<file path="src/rtl/sc_pkg.sv">
// Shared constants, width helpers and state encoding for the stochastic-computing decoder path.
package sc_pkg;

  function automatic int clog2(input int unsigned value);
    int unsigned v;
    int          r;
    r = 0;
    v = (value > 0) ? value - 1 : 0;
    while (v > 0) begin
      r++;
      v = v >> 1;
    end
    return r;
  endfunction

  localparam int DEF_NCH    = 4;
  localparam int DEF_W      = 32;
  localparam int DEF_FRAMES = 8;
  localparam int DEF_SHIFT  = 1;

  localparam int BEAT_W = clog2(DEF_NCH * DEF_W + 1);
  localparam int ACC_W  = clog2(DEF_NCH * DEF_W * DEF_FRAMES + 1);
  localparam int OUT_W  = ACC_W + DEF_SHIFT;

  typedef enum logic {
    ST_IDLE = 1'b0,
    ST_ACC  = 1'b1
  } state_t;

endpackage

</file>
<file path="src/rtl/sc_popcount.sv">
// Combinational ones counter for one W-bit stochastic channel word.
module sc_popcount
  import sc_pkg::*;
#(
  parameter  int W     = DEF_W,
  localparam int CNT_W = clog2(W + 1)
) (
  input  logic [W-1:0]     bits,
  output logic [CNT_W-1:0] count
);

  // NOTE: blocking '=' inside always_comb; the running sum is a combinational chain, not state.
  always_comb begin
    count = '0;
    for (int i = 0; i < W; i++) begin
      count = count + CNT_W'(bits[i]);
    end
  end

endmodule

</file>
<file path="src/rtl/sc_stream_decoder.sv">
// Stochastic-to-binary decoder: popcounts FRAMES beats of NCH channel words and emits the scaled total.
module sc_stream_decoder
  import sc_pkg::*;
#(
  parameter  int NCH    = DEF_NCH,
  parameter  int W      = DEF_W,
  parameter  int FRAMES = DEF_FRAMES,
  parameter  int SHIFT  = DEF_SHIFT,
  localparam int OUT_W  = clog2(NCH * W * FRAMES + 1) + SHIFT
) (
  input  logic               clk,
  input  logic               rst,
  input  logic               clear,
  input  logic               in_valid,
  output logic               in_ready,
  input  logic [NCH*W-1:0]   in_data,
  output logic               out_valid,
  input  logic               out_ready,
  output logic [OUT_W-1:0]   out_data,
  output logic               busy
);

  localparam int PC_W   = clog2(W + 1);
  localparam int BEAT_W = clog2(NCH * W + 1);
  localparam int ACC_W  = clog2(NCH * W * FRAMES + 1);
  localparam int CNT_W  = (FRAMES > 1) ? clog2(FRAMES) : 1;

  logic [PC_W-1:0]   ch_count [NCH];
  logic [BEAT_W-1:0] beat_sum;
  logic [ACC_W-1:0]  acc;
  logic [ACC_W-1:0]  acc_sum;
  logic [CNT_W-1:0]  beat_cnt;
  logic              last_slot;
  logic              fire;
  state_t            state;

  for (genvar c = 0; c < NCH; c++) begin : g_ch
    sc_popcount #(.W(W)) u_popcount (
      .bits  (in_data[c*W +: W]),
      .count (ch_count[c])
    );
  end

  always_comb begin
    beat_sum = '0;
    for (int c = 0; c < NCH; c++) begin
      beat_sum = beat_sum + BEAT_W'(ch_count[c]);
    end
    acc_sum   = acc + ACC_W'(beat_sum);
    last_slot = (beat_cnt == CNT_W'(FRAMES - 1));
    // Only the closing beat has to wait for a stuck result; earlier beats never touch the output register.
    in_ready  = !clear && !(last_slot && out_valid && !out_ready);
    fire      = in_valid && in_ready;
  end

  assign busy = (state == ST_ACC);

  // NOTE: non-blocking '<=' for every register so all state updates see the pre-edge values.
  always_ff @(posedge clk or negedge rst) begin
    if (!rst) begin
      acc       <= '0;
      beat_cnt  <= '0;
      state     <= ST_IDLE;
      out_valid <= 1'b0;
      out_data  <= '0;
    end else begin
      if (clear) begin
        acc      <= '0;
        beat_cnt <= '0;
        state    <= ST_IDLE;
      end else if (fire) begin
        if (last_slot) begin
          acc      <= '0;
          beat_cnt <= '0;
          state    <= ST_IDLE;
        end else begin
          acc      <= acc_sum;
          beat_cnt <= beat_cnt + CNT_W'(1);
          state    <= ST_ACC;
        end
      end

      // A new result may replace the one being consumed on the same edge, giving bubble-free output.
      if (fire && last_slot) begin
        out_valid <= 1'b1;
        out_data  <= OUT_W'(acc_sum) << SHIFT;
      end else if (out_ready) begin
        out_valid <= 1'b0;
      end
    end
  end

endmodule

</file>
<file path="config.mk">
export PLATFORM = sky130hd
export DESIGN_NAME = sc_stream_decoder
export DESIGN_NICKNAME = d
export VERILOG_FILES = /design/src/rtl/sc_pkg.sv /design/src/rtl/sc_popcount.sv /design/src/rtl/sc_stream_decoder.sv
export SDC_FILE = /design/constraint.sdc
export NUM_CORES = 1
export LEC_CHECK = 0
export CORE_MARGIN = 2
export CORE_UTILIZATION = 45
export DETAILED_ROUTE_END_ITERATION = 7
export PLACE_DENSITY = 0.76
export SLEW_MARGIN = 20
export SYNTH_ARGS = -nofsm -noshare
export SYNTH_HDL_FRONTEND = slang
export SYNTH_SLANG_ARGS = --single-unit
</file>
<file path="constraint.sdc">
create_clock -name clk -period 7.9 [get_ports clk]
set_input_delay 1.58 -clock clk [delete_from_list [all_inputs] [get_ports clk]]
set_output_delay 1.58 -clock clk [all_outputs]
set_load 0.02 [all_outputs]
</file>
==> flow_summary.ini <==
[sta]
setup_ws_ps = -805.4
rsz0062_at_grt = true
setup_viol = 18
finalHoldViolCount = 0
fin_crit_sh_pct = 110.2
worst_slew_pin_slew_ps = 982.7
holdWs_ps = 481.8
fin_skew_ps = 2.341
period_minus_slack_ps = 8705
relSlewSlack_pct = 34.20
max_freq_mhz = 114.9
drv_slew = 0

[synthesis]
synthSimpleGateAreaFrac_pct = 5.848
async_reset_ff_share_pct = 100.0
synth.area.mux_share_pct = 0.6392
ys_ff_latch = 27
synth_compound_area_share_pct = 8.925
ys_types = 47
synth_area_um2 = 5285
synth-edff-count = 0
syn_nets = 841
synthCells = 548
synth-main-ff-cell = dfrtp_1
ys_seq_area_share_pct = 12.78
synth_adder_area_share_pct = 53.93
synth_top_family_by_area = adder cells
syn_area_per_cell_um2 = 9.644
synth_xor_area_share_pct = 2.154
synth.yosys.warnings = 0

[detailed_routing]
first_pass_iters = 4
drc = 0
drt_iter0_drc = 116
routed_wl_um = 11070
via_per_inst = 4.617
vias = 3998
wire_per_inst_um = 12.78
postRouteAntennaNets = 0

[finish]
final-seq-area_um2 = 675.6
fill_cells = 920
antenna_cells = 0
layout-drive-gt1-share_pct = 15.21
mostFrequentLayoutCell = inv_1
nets = 1017
layout_common_cells = inv_1, clkdlybuf4s50_1, fa_1
areaGrowthSynthToFinish_pct = 41.15
finalInstanceArea_um2 = 7460
layoutNonFillerInstCount = 866
multi_input_area_um2 = 4041

[hold_path]
hold_class = flop to flop
holdPathEnd = out_data[3]
min-delay-start = out_data[3]
hold_depth = 2

[worst_setup_path]
cp-end-kind = flop
critical_path.startpoint_type = input pin
crit_slowest_cell = fa_2
crit_path_frequent_cell = fa_1
worstSetupPathType = input pin to flop
crit_buf_inv = 5
cp.required_ps = 8040
r2r-start = acc[1]
slowest_delay_ps = 590
r2r_cells = 11
r2r_setup_slack_ps = 4280
cp_cell_sequence = buf_6 > ha_4 > inv_2 > fa_1 > fa_2 > fa_1 > fa_1 > fa_1 > fa_1 > fa_2 > fa_2 > inv_2 > fa_1 > inv_2 > fa_2 > fa_1 > inv_2 > ha_4 > fa_2 > a211oi_4 > o211ai_1 > a31o_2 > o31a_1
r2r-end = acc[9]
crit_fanout = 4
arrival_ps = 8850
critPathTopFamily = adder cells

[global_route]
antenna_found_initial = 0
grt_pass1_vias = 4557
met1_usage_pct = 22.73
grt.busiest_layer = met2
overflow = 0
grt_max_degree = 28
grt_pass1_wl_um = 19490
met3_usage_pct = 1.620
met2_usage_pct = 35.98
grtUsageTotal_pct = 18.61

[floorplanning]
rows = 39
die_area_um2 = 12630
fp.dieH_um = 112.4
initial_core_util_pct = 46.29
core-area_um2 = 11420
die_w_um = 112.4
io_pins = 148

[clock_tree]
clkTransAtPathRegs_ps = 60
cts_tree = done
insertion_delay_ps = 250
clk_path_buf_depth = 2
cts-buffers-inserted = 3
root_buffer = clkbuf_16
htree_num_levels = 1
cts.sinks = 27

[place]
dp_slack_ps = -1506
hpwlAfterDp_um = 10430
gp_routability_congestion = 0.9059
dp_cells = 858
port_buffers = 146
dpl_cell_area_um2 = 7238

[outcome]
violations = setup timing
status = finished, violations left

[flow_run]
maxCapViolations = 0
-- how the worst max path moves through the flow --
stage | start | end | slack (ps) | cells past startpoint
floorplan | in_data[33] | out_data[11] | -760 | 24
global placement | in_data[0] | out_data[11] | -1360 | 24
detailed placement | in_data[32] | out_data[10] | -1510 | 27
CTS | in_data[33] | out_data[10] | -870 | 23
global route | in_data[0] | out_data[10] | -1030 | 23
finish | in_data[0] | acc[9] | -810 | 23
-- synth_stat cells (all sizes together), types with 5 or more instances --
cell / instances / area [um^2]
xnor2: 9 / 78.83
a31o: 5 / 43.79
nor2b: 5 / 31.28
nand2: 23 / 86.33
inv: 215 / 807.0
dfrtp: 27 / 675.7
ha: 47 / 588.1
nor2: 8 / 32.54
fa: 113 / 2262
o21ai: 11 / 55.05
a22o: 7 / 61.31
a21o: 8 / 61.31
a21oi: 14 / 70.07
-- cell families after synthesis --
group / count (synthesis)
XOR/XNOR: 13
other: 1
buffers and inverters: 219
flip-flops: 27
AND/OR/NAND/NOR: 59
AO/OA/AOI/OAI: 66
multiplexers: 3
adder cells (fa/ha/maj): 160
-- final cells by class --
class | count | share of cell area (%)
Timing Repair Buffer | 175 | 22.49
Clock buffer | 4 | 1.057
Sequential cell | 27 | 9.057
Tap cell | 143 | 2.399
Inverter | 215 | 10.82
Multi-Input combinational cell | 302 | 54.18
-- state kept, by name, indices dropped and copies added, names as in the netlist --
signal     count
busy           1
beat_cnt       3
out_valid      1
out_data      11
acc           11
-- through the flow --
| step | util, % | TNS [ps] |
|---|---|---|
| 2_1_floorplan | - | -8089 |
| 3_3_place_gp | 63.39 | -21590 |
| 3_5_place_dp | 63.39 | -23600 |
| 4_1_cts | 64.71 | -12230 |
| 5_1_grt | 65.33 | -14920 |
| 6_report | 65.33 | -11040 |
-- per-layer routing --
metal / share of wire [%] / vias to the layer above
met5: 0 / -
met4: 1.3 / 0
met3: 3.6 / 8
met2: 56 / 91
met1: 39 / 1957
li1: - / 1942
-- tightest hold or removal path, delay by kind of cell (launching register included) --
kind             cells  cell delay, ps
flip-flops           1             350
AND/OR/NAND/NOR      2             100
-- repair_timing --
item                                    CTS  global route
hold buffers                              0             0
endpoints found under the hold margin     0             0
endpoints found under the setup margin   20            19
resized for setup                        82            18
pin swaps                                53            20
setup buffers                             2             2
Power is not shown: default switching activity piles up to over one toggle a cycle in this logic, so the estimate is an artifact.
